**src/rtl/cpu_pkg.sv**
```systemverilog
// Shared definitions for the register-file sequencer and its ALU.
// Contents: data/address width defaults, instruction field positions,
// the opcode and FSM state enumerations, and a state-decode helper.
package cpu_pkg;

  localparam int DATA_W_DEF = 4;
  localparam int ADDR_W_DEF = 2;
  localparam int INSTR_W    = 10;

  // Instruction field positions
  localparam int OP_MSB  = 9;
  localparam int OP_LSB  = 8;
  localparam int RD_MSB  = 7;
  localparam int RD_LSB  = 6;
  localparam int RS1_MSB = 5;
  localparam int RS1_LSB = 4;
  localparam int RS2_MSB = 3;
  localparam int RS2_LSB = 2;
  // LDI immediate overlays the rs1/rs2 fields
  localparam int IMM_MSB = 5;
  localparam int IMM_LSB = 2;

  typedef enum logic [1:0] {
    OP_ADD = 2'b00,
    OP_SUB = 2'b01,
    OP_AND = 2'b10,
    OP_LDI = 2'b11
  } op_e;

  typedef enum logic [1:0] {
    ST_IDLE = 2'b00,
    ST_READ = 2'b01,
    ST_EXEC = 2'b10,
    ST_WB   = 2'b11
  } state_e;

  // A new instruction may be taken in IDLE, or in WB for back-to-back issue.
  function automatic logic state_accepts(input state_e s);
    return (s == ST_IDLE) || (s == ST_WB);
  endfunction

endpackage

```
**src/rtl/cpu_alu.sv**
```systemverilog
// Combinational ALU for the sequencer.
// Ports:
//   op_i     : opcode (ADD/SUB/AND/LDI)
//   a_i, b_i : operands
//   imm_i    : LDI immediate
//   result_o : result, modulo 2^DATA_W
//   carry_o  : ADD carry-out / SUB borrow; 0 for AND and LDI
//   zero_o   : result is zero
module cpu_alu
  import cpu_pkg::*;
#(
  parameter int DATA_W = DATA_W_DEF
) (
  input  logic [1:0]        op_i,
  input  logic [DATA_W-1:0] a_i,
  input  logic [DATA_W-1:0] b_i,
  input  logic [DATA_W-1:0] imm_i,
  output logic [DATA_W-1:0] result_o,
  output logic              carry_o,
  output logic              zero_o
);

  logic [DATA_W:0] ext_s;

  // One extra bit holds the ADD carry; for SUB it is the borrow (a < b).
  always_comb begin
    ext_s = '0;
    case (op_e'(op_i))
      OP_ADD:  ext_s = {1'b0, a_i} + {1'b0, b_i};
      OP_SUB:  ext_s = {1'b0, a_i} - {1'b0, b_i};
      OP_AND:  ext_s = {1'b0, a_i & b_i};
      OP_LDI:  ext_s = {1'b0, imm_i};
      default: ext_s = '0;
    endcase
  end

  assign result_o = ext_s[DATA_W-1:0];
  assign carry_o  = ext_s[DATA_W];
  assign zero_o   = (ext_s[DATA_W-1:0] == '0);

endmodule

```
**src/rtl/regfile_sequencer.sv**
```systemverilog
// Multi-cycle initiator for a 4 x 4-bit register file: takes one
// instruction per valid/ready handshake and steps READ -> EXEC -> WB.
// Ports:
//   clk, rst              : clock, asynchronous active-high reset
//   instr_valid/ready     : instruction handshake (ready is state-decoded)
//   instr [9:0]           : {op, rd, rs1, rs2, reserved}
//   rs1, rs2              : register file read selects
//   ru1, ru2              : register file read data (combinational)
//   rd, RuWr, RuWrData    : register file write select/enable/data
//   busy, done            : in READ/EXEC; one-cycle pulse in WB
//   flag_z, flag_c        : zero and carry/borrow of the last result
module regfile_sequencer
  import cpu_pkg::*;
#(
  parameter int DATA_W = DATA_W_DEF,
  parameter int ADDR_W = ADDR_W_DEF
) (
  input  logic              clk,
  input  logic              rst,
  input  logic              instr_valid,
  output logic              instr_ready,
  input  logic [9:0]        instr,
  output logic [ADDR_W-1:0] rs1,
  output logic [ADDR_W-1:0] rs2,
  output logic [ADDR_W-1:0] rd,
  output logic              RuWr,
  output logic [DATA_W-1:0] RuWrData,
  input  logic [DATA_W-1:0] ru1,
  input  logic [DATA_W-1:0] ru2,
  output logic              busy,
  output logic              done,
  output logic              flag_z,
  output logic              flag_c
);

  state_e               state_q, state_d;
  logic [INSTR_W-1:0]   ir_q;
  logic [DATA_W-1:0]    a_q, b_q, r_q;
  logic                 flag_z_q, flag_c_q;
  logic [DATA_W-1:0]    alu_res_s;
  logic                 alu_carry_s, alu_zero_s;
  logic                 accept_s;
  logic                 unused_ir_s;

  // Reserved instruction bits are carried in IR but never decoded.
  assign unused_ir_s = ^ir_q[1:0];

  assign accept_s = instr_valid && state_accepts(state_q);

  // State register
  always_ff @(posedge clk or posedge rst) begin
    if (rst) begin
      state_q <= ST_IDLE;
    end else begin
      state_q <= state_d;
    end
  end

  // Next-state logic
  always_comb begin
    state_d = state_q;
    case (state_q)
      ST_IDLE: begin
        if (instr_valid) state_d = ST_READ;
        else             state_d = ST_IDLE;
      end
      ST_READ: state_d = ST_EXEC;
      ST_EXEC: state_d = ST_WB;
      ST_WB: begin
        if (instr_valid) state_d = ST_READ;
        else             state_d = ST_IDLE;
      end
      default: state_d = ST_IDLE;
    endcase
  end

  // Control outputs decoded from the state register only, so reset
  // clears RuWr/done/busy immediately and instr_valid never reaches them.
  always_comb begin
    instr_ready = 1'b0;
    busy        = 1'b0;
    done        = 1'b0;
    RuWr        = 1'b0;
    case (state_q)
      ST_IDLE: instr_ready = 1'b1;
      ST_READ: busy = 1'b1;
      ST_EXEC: busy = 1'b1;
      ST_WB: begin
        instr_ready = 1'b1;
        done        = 1'b1;
        RuWr        = 1'b1;
      end
      default: instr_ready = 1'b0;
    endcase
  end

  // Datapath: IR on accept, operands at the end of READ, result and flags at the end of EXEC
  always_ff @(posedge clk or posedge rst) begin
    if (rst) begin
      ir_q     <= '0;
      a_q      <= '0;
      b_q      <= '0;
      r_q      <= '0;
      flag_z_q <= 1'b0;
      flag_c_q <= 1'b0;
    end else begin
      if (accept_s) begin
        ir_q <= instr;
      end
      if (state_q == ST_READ) begin
        a_q <= ru1;
        b_q <= ru2;
      end
      if (state_q == ST_EXEC) begin
        r_q      <= alu_res_s;
        flag_z_q <= alu_zero_s;
        flag_c_q <= alu_carry_s;
      end
    end
  end

  cpu_alu #(
    .DATA_W (DATA_W)
  ) u_alu (
    .op_i     (ir_q[OP_MSB:OP_LSB]),
    .a_i      (a_q),
    .b_i      (b_q),
    .imm_i    (ir_q[IMM_MSB:IMM_LSB]),
    .result_o (alu_res_s),
    .carry_o  (alu_carry_s),
    .zero_o   (alu_zero_s)
  );

  assign rs1      = ir_q[RS1_MSB:RS1_LSB];
  assign rs2      = ir_q[RS2_MSB:RS2_LSB];
  assign rd       = ir_q[RD_MSB:RD_LSB];
  assign RuWrData = r_q;
  assign flag_z   = flag_z_q;
  assign flag_c   = flag_c_q;

endmodule

```
**config.mk**
```make
export PLATFORM = sky130hd
export DESIGN_NAME = regfile_sequencer
export DESIGN_NICKNAME = d
export VERILOG_FILES = /design/src/rtl/cpu_pkg.sv /design/src/rtl/cpu_alu.sv /design/src/rtl/regfile_sequencer.sv
export SDC_FILE = /design/constraint.sdc
export NUM_CORES = 1
export LEC_CHECK = 0
export CAP_MARGIN = 0
export CORE_MARGIN = 2
export CORE_UTILIZATION = 47
export DETAILED_ROUTE_END_ITERATION = 10
export GPL_TIMING_DRIVEN = 0
export PLACE_DENSITY = 0.83
export REMOVE_ABC_BUFFERS = 1
export SLEW_MARGIN = 20
export SYNTH_ARGS = -nofsm -noshare
export SYNTH_HDL_FRONTEND = slang
export SYNTH_SLANG_ARGS = --single-unit
```
**constraint.sdc**
```tcl
create_clock -name clk -period 2.81 [get_ports clk]
set_input_delay 0.562 -clock clk [delete_from_list [all_inputs] [get_ports clk]]
set_output_delay 0.562 -clock clk [all_outputs]
set_load 0.005 [all_outputs]
```
; Word level (Yosys, flattened, before mapping)
; Cells that the tools add are included.
[totals]
inputBits = 21
ff_bits = 26
out_inout_bits = 16
[classes]
n_eq_ne = 6
add_sub_neg = 2
bitwise = 1
n_mux = 6
reduce_logical = 7
[op_table]
columns = op, n
row1 = $pmux 5 s4, 1
row2 = $eq 2x2->1 const B, 4
row3 = $pmux 2 s3, 1
row4 = $add 4x4->5, 1
row5 = $sub 4x4->5, 1
row6 = $and 4x4->4, 1
row7 = $eq 2x1->1 const B, 2
row8 = $logic_not 2->1, 2
row9 = $logic_not 4->1, 1
row10 = $mux 1, 4
row11 = $reduce_or 2->1, 2
row12 = $logic_and 1x1->1, 1
row13 = $logic_or 1x1->1, 1

; Logic depth before layout (Yosys ltp)
; Gate-level depths: netlist of run 1.
[depth]
depth_word = 3
mapped_depth = 10
depth_no_buf = 10

; Hierarchy
; From an unflattened synthesis of run 1, not the netlist that was laid out.
[unflattened]
cells_unflattened = 116
hier_area_um2 = 1352.5
[by_module_without_submodules]
columns = mod, area_each_um2, seq_area_each_um2, cells_each, n_inst
row1 = regfile_sequencer, 983.4, 600.6, 65, 1
row2 = cpu_alu, 369.1, 0.0, 51, 1

; Worst setup path after synthesis of run 1
; OpenSTA, ideal clock, no wires.
[synth_path]
kind = flip-flop to flip-flop
start = reg ir_q[9]
end = reg flag_z_q, in the netlist flag_z
n_path_buf = 1
slack_ns = 0.520
arrival_ns = 2.170
required_ns = 2.690
stages_incl_launch_ff = 10
synth_period_minus_slack_ns = 2.290
cell_sequence = dfrtp_1 -> buf_2 -> nor2b_1 -> mux2i_1 -> ha_1 -> nor2b_1 -> o21a_1 -> o21a_1 -> o31a_1 -> a31o_1
[synth_between]
elab_chain_len = 3
word_cells_on_any_way = 6
classes_between = eq/ne: 3 / mux: 1 / reduce/logical: 2
[synth_rtl]
columns = element, line
row1 = start: declaration, regfile_sequencer.sv:37  ; logic [INSTR_W-1:0] ir_q;
row2 = start signal: assignment, regfile_sequencer.sv:108  ; ir_q <= instr;
row3 = "$eq 2x2->1, or another cell as far along", cpu_alu.sv:28  ; case (op_e'(op_i))
row4 = $pmux 5 s4 *, cpu_alu.sv:28
row5 = $logic_not 4->1 *, cpu_alu.sv:39  ; assign zero_o = (ext_s[DATA_W-1:0] == '0);
row6 = end signal: assignment, regfile_sequencer.sv:116  ; flag_z_q <= alu_zero_s;
row7 = end: declaration, regfile_sequencer.sv:39  ; logic flag_z_q, flag_c_q;
; Every way passes the cells marked *; elsewhere a longest branch is shown, timed or not.
; A chain may end at the register's enable or synchronous reset.

; Worst setup path in the final report of run 1
[layout_path]
start = reg ir_q[8]
end = reg flag_z_q, in the netlist flag_z
; Same word-level chain as after synthesis.

==> metrics.csv, run 1 <==
metric,value,unit
outcome,"finished, final reports clean",
Resized cells post-CTS,0,
Synth area leaders,"dfrtp_1 (46%), mux2_2 (15%), ha_1 (9.6%), buf_4 (4.0%), nand2_1 (2.6%)",
Die Area,3220,um2
dpl cell area,1620,um2
Syn. warnings,0,
post-route minimum period,2.51,ns
net count reported at finish,178,
Pint,0.00134,W
TritonCTS Buffers,3,
CP Launch Type,register,
switching part of the total,38.8,%
first-pass GRT wire length,4400,um
Critical Path Source,ir_q[8],
sw power,0.000850,W
drt first pass iters,4,
hold-fix buffer count after cts,0,
Comb pwr share,61.7,%
fmax,398,MHz
most frequent cells in the layout,"clkdlybuf4s50_1 (34), dfrtp_1 (24), mux2_2 (17)",
endpoints failing hold,0,
clk sink count,24,
Post-Syn Area,1310,um2
post-DP HPWL,1930,um
cell area after layout,1640,um2
post-CTS setup buffer count,0,
grt ovf,0,
setup TNS,0,ns
routability cong.,0.833,
initial DRC count,16,
slew margin rel.,38.0,%
PwrDens,1340,nW/um2
"Avg Cell Area, Syn",11.1,um2
CP required,3.03,ns
leading area contributor after synthesis,dfrtp_1,
chip width,56.7,um
Slew Limit Fails,0,
Final period util,89.4,%
RSZ-0062 raised after global routing,false,
number of global-route vias before repair,1014,
GRT Overall Usage,17.6,%
Netlist cell types,23,
IO Count,37,
H-tree levels,1,
WL final,2470,um
hold path start,RuWrData[2],
Clock Skew,0.00505,ns
cells after synthesis,118,
largest net degree at the start of global routing,25,
Hold Crit Class,register to register,
"most common cell after layout, fill and taps aside",clkdlybuf4s50_1,
post-synth top area share,45.9,%
clock latency on the worst-skew pair,0.32,ns
root buffer cell,clkbuf_4,
"Seq/Total Area, Yosys",45.9,%
# port buffers,34,
total number of vias,902,
Reg power frac,31.5,%
Max-Cap Viols,0,
number of synthesized register bits,24,
Longest Clk Path Bufs,2,
drt via density,5.15,
Pleak,0.721,nW
CTS tree,built,
drt drc,0,
area of the core,2710,um2
initial core utilization,48.2,%
num rows,19,
worst-path maximum fanout,10,
initial antenna violation count,0,
fillers,237,
clock share of power,6.9,%
clock slew at reported path FFs,0.13,ns
Detail Route Antenna Nets,0,
share of layout cells above drive strength 1,13.9,%
Critical Path AT,2.73,ns
Syn-to-layout area delta,25.4,%
critical path class,register to register,
wire per inst,14.1,um
R2R Path Start,ir_q[8],
Multi-input gate area,607,um2
peak supply drop,825,uV
Crit. End Element,register,
Die H,56.7,um
antenna cells,0,
final setup violation count,0,
worst slew pin tran,0.929,ns
register area,601,um2
==> per-stage QoR <==
step                      hold WS (ns)  util (%)  cells  total power (W)  worst slack, ns
after global placement           0.490      59.6    172          0.00200            0.382
after CTS                        0.525      60.5    175          0.00221            0.309
final                            0.521      60.5    175          0.00219            0.299
after floorplan                  0.504         -    107          0.00156            0.536
after detailed placement         0.495      59.6    172          0.00205            0.325
after global routing             0.543      60.5    175          0.00240           0.0888
==> power by group through the flow <==
stage / sequential (W) / clock (W) / combinational, W
floorplan: 0.000666 / 0 / 0.000898
global placement: 0.000691 / 0 / 0.00131
detailed placement: 0.000699 / 0 / 0.00135
CTS: 0.000690 / 0.000156 / 0.00136
global route: 0.000719 / 0.000169 / 0.00151
finish: 0.000690 / 0.000151 / 0.00135
==> worst paths after layout <==
check                              end  slack [ns]  depth (start not counted)
setup / recovery                flag_z        0.30                          8
hold / removal             RuWrData[2]        0.52                          1
setup reg to reg                flag_z        0.30                          8
hold reg to reg            RuWrData[2]        0.52                          1
max in group asynchronous       flag_c        1.50                          2
min in group asynchronous      ir_q[7]        0.74                          2
==> layer usage <==
layer  GRT usage [%]  vias to the layer above  share of wire, %
met4            5.98                        0              0.69
met1            21.6                      431                43
met2            31.1                       28                51
met5               0                        -                 0
met3            3.23                        3               4.4
li1                -                      440                 -
==> critical path, cell delays in order, from the launching register on <==
cell and delay, ns:
dfrtp_1 0.52, nor2b_1 0.30, mux2i_1 0.33, ha_1 0.28, nor2b_1 0.13, o21a_1 0.18
o21a_1 0.16, o31a_1 0.30, a31o_1 0.21
==> cell usage after synthesis <==
library cell and count:
mux2i_1 3, xor2_1 1, o21ai_0 4, nand2_1 9, a21o_1 1, dfrtp_1 24
a31o_1 1, clkbuf_1 2, a21oi_1 4, nor2b_1 3, xnor2_1 3, buf_4 7
buf_2 2, fa_1 1, nor2_1 8, o21a_1 2, inv_1 8, nand3b_1 2
o31a_1 1, nor3_1 3, mux2_2 17, ha_1 10, a31oi_1 2
==> registers in the layout (all words and copies together) (netlist names) <==
register,flops
flag_c,1
RuWrData,4
b_q,4
state_q,2
flag_z,1
ir_q,8
a_q,4
==> area by class of cell <==
cell class,count,share of cell area [%]
multi-input cells,75,37.0
well taps,31,2.37
flip-flops and latches,24,36.6
clock buffers,3,1.37
inverters,8,1.83
repair buffers,34,20.8
==> kinds of logic after synthesis <==
| kind of cell | after synthesis | synth area share [%] |
|---|---|---|
| AOI/OAI and AO/OA | 15 | 7.08 |
| xor gates and xnor gates | 4 | 2.68 |
| adders and majority gates | 11 | 11.1 |
| buffers and inverters | 19 | 7.66 |
| DFF | 24 | 45.9 |
| muxes | 20 | 16.9 |
| and+or+nand+nor | 25 | 8.61 |
Note: power is estimated with default switching activity, not from simulation.
==> inputs of run 2 (changes only) <==
--- a/config.mk
+++ b/config.mk
@@ -12,6 +12,8 @@
 export GPL_TIMING_DRIVEN = 0
 export PLACE_DENSITY = 0.83
 export REMOVE_ABC_BUFFERS = 1
+export SETUP_SLACK_MARGIN = 0.02
+export SKIP_LAST_GASP = 1
 export SLEW_MARGIN = 20
 export SYNTH_ARGS = -nofsm -noshare
 export SYNTH_HDL_FRONTEND = slang
==> results of run 2 <==
Same layout as run 1: the final DEF is identical, and so are final timing and power.
==> inputs of run 3 (changes only) <==
--- a/config.mk
+++ b/config.mk
@@ -7,10 +7,10 @@
 export LEC_CHECK = 0
 export CAP_MARGIN = 0
 export CORE_MARGIN = 2
-export CORE_UTILIZATION = 47
+export CORE_UTILIZATION = 50
 export DETAILED_ROUTE_END_ITERATION = 10
 export GPL_TIMING_DRIVEN = 0
-export PLACE_DENSITY = 0.83
+export PLACE_DENSITY = 0.87
 export REMOVE_ABC_BUFFERS = 1
 export SETUP_SLACK_MARGIN = 0.02
 export SKIP_LAST_GASP = 1
==> constraint.sdc (replaced) <==
create_clock -name clk -period 3 [get_ports clk]
set_input_delay 0.6 -clock clk [delete_from_list [all_inputs] [get_ports clk]]
set_output_delay 0.6 -clock clk [all_outputs]
set_load 0.005 [all_outputs]
==> run 3 against run 2 <==
  * Final cell count unchanged
  * First-iteration DRC count down 31%
  * Non-clock buffer count unchanged
  * Clock power up 57%
  * Combinational power down 6%
  * Flip-flop and latch count unchanged
  * Critical endpoint unchanged
  * Highest routed layer unchanged
==> metrics.csv, run 3 (synthesis gave the netlist of run 1 again) <==
metric,value,unit,change
initial antenna violation count,0,,unchanged
setup TNS,0,ns,unchanged
initial core utilization,52.8,%,+4.5 points
IO Count,37,,unchanged
Longest Clk Path Bufs,2,,unchanged
wire per inst,14.5,um,+2.5%
hold-fix buffer count after cts,0,,unchanged
Biggest register,ir_q,,
endpoints failing hold,0,,unchanged
fmax,401,MHz,+0.71%
first-pass GRT wire length,4180,um,-4.9%
Clock Skew,0.0138,ns,+0.00874 ns
RSZ-0062 raised after global routing,false,,
Die H,55.1,um,-2.8%
met1 usage,24.0,%,+2.4 points
final setup violation count,0,,unchanged
Detail Route Antenna Nets,0,,unchanged
post-DP HPWL,1970,um,+2.5%
critical path class,register to register,,
Final period util,83.1,%,-6.3 points
Hold Crit Class,register to register,,
root buffer cell,clkbuf_4,,
Syn-to-layout area delta,27.6,%,
net count reported at finish,178,,unchanged
Largest register FFs,8,,unchanged
outcome,"finished, final reports clean",,
global routing usage on met2,34.9,%,+3.9 points
Resized cells post-CTS,0,,unchanged
routability cong.,0.883,,+6.0%
Die Area,3040,um2,-5.6%
H-tree levels,1,,unchanged
CP Launch Type,register,,
GR peak layer,met2,,
chip width,55.1,um,-2.8%
CP required,3.24,ns,+0.21 ns
largest net degree at the start of global routing,25,,unchanged
"most common cell after layout, fill and taps aside",clkdlybuf4s50_1,,
drt drc,0,,unchanged
Pleak,0.735,nW,+2.0%
WL final,2540,um,+2.5%
"non-filler cells, final",175,,unchanged
most frequent cells in the layout,"clkdlybuf4s50_1 (34), dfrtp_1 (24), mux2_2 (17)",,
clk sink count,24,,unchanged
grt ovf,0,,unchanged
GRT Overall Usage,19.9,%,+2.2 points
antenna cells,0,,unchanged
peak supply drop,1160,uV,+41%
post-CTS setup buffer count,0,,unchanged
clock latency on the worst-skew pair,0.33,ns,about the same
met3 Usage GRT,2.96,%,-0.27 points
# port buffers,34,,unchanged
drt first pass iters,2,,-2
TritonCTS Buffers,3,,unchanged
clock slew at reported path FFs,0.14,ns,about the same
CTS tree,built,,
Crit. End Element,register,,
drt via density,5.21,,+1.0%
total number of vias,911,,+1.0%
number of global-route vias before repair,946,,-6.7%
num rows,18,,-1
post-route minimum period,2.49,ns,-0.0178 ns
worst-path maximum fanout,10,,unchanged
placed cell count,171,,-0.58%
area of the core,2480,um2,-8.6%
Slew Limit Fails,0,,unchanged
Max-Cap Viols,0,,unchanged
worst slew pin tran,0.914,ns,-0.0142 ns
initial DRC count,11,,-5
share of layout cells above drive strength 1,14.5,%,+0.59 points
Critical Path AT,2.73,ns,about the same
PwrDens,1290,nW/um2,-3.4%
slew margin rel.,39.0,%,+0.95 points
run 3: final timing paths:
check	cells after the start	slack [ns]	from	to
worst max-delay path	8	0.51	ir_q[8]	flag_z
worst min-delay path	1	0.52	flag_c	flag_c
worst max register to register	8	0.51	ir_q[8]	flag_z
worst min register to register	1	0.52	flag_c	flag_c
max in group asynchronous	2	1.67	rst	ir_q[8]
min in group asynchronous	2	0.76	rst	ir_q[6]
run 3: critical path, cell delays in order (launching register included):
cell and delay, ns:
dfrtp_1 0.53, nor2b_1 0.30, mux2i_1 0.34, ha_1 0.28, nor2b_1 0.13, o21a_1 0.17
o21a_1 0.16, o31a_1 0.29, a31o_1 0.21
run 3: layer usage:
layer,up-vias,wire length [um]
met5,-,0
met4,0,44
met3,7,87
met2,26,1320
met1,433,1090
li1,445,-
run 3: cell type report:
class | instances | area, um2
clock buffers | 3 | 22.5
clock inverters | 1 | 30.0
fillers | 199 | 810
inverters | 8 | 30.0
multi-input cells | 75 | 607
flip-flops and latches | 24 | 601
well taps | 30 | 37.5
repair buffers | 34 | 340
run 3: where the power goes:
group / switching (W) / internal, W / total (W)
clock: 0.000102 / 0.000135 / 0.000237
combinational: 0.000547 / 0.000725 / 0.00127
sequential: 0.000159 / 0.000489 / 0.000647
run 3: through the flow:
stage / worst slack (ns) / hold WS, ns / total power [W] / area, um2 / util (%)
3_3_place_gp: 0.539 / 0.487 / 0.00187 / 1620 / 65.2
6_report: 0.507 / 0.523 / 0.00216 / 1670 / 67.3
2_1_floorplan: 0.726 / 0.504 / 0.00146 / 1240 / -
5_1_grt: 0.331 / 0.537 / 0.00235 / 1670 / 67.3
3_5_place_dp: 0.513 / 0.498 / 0.00193 / 1620 / 65.2
4_1_cts: 0.488 / 0.530 / 0.00217 / 1670 / 67.3
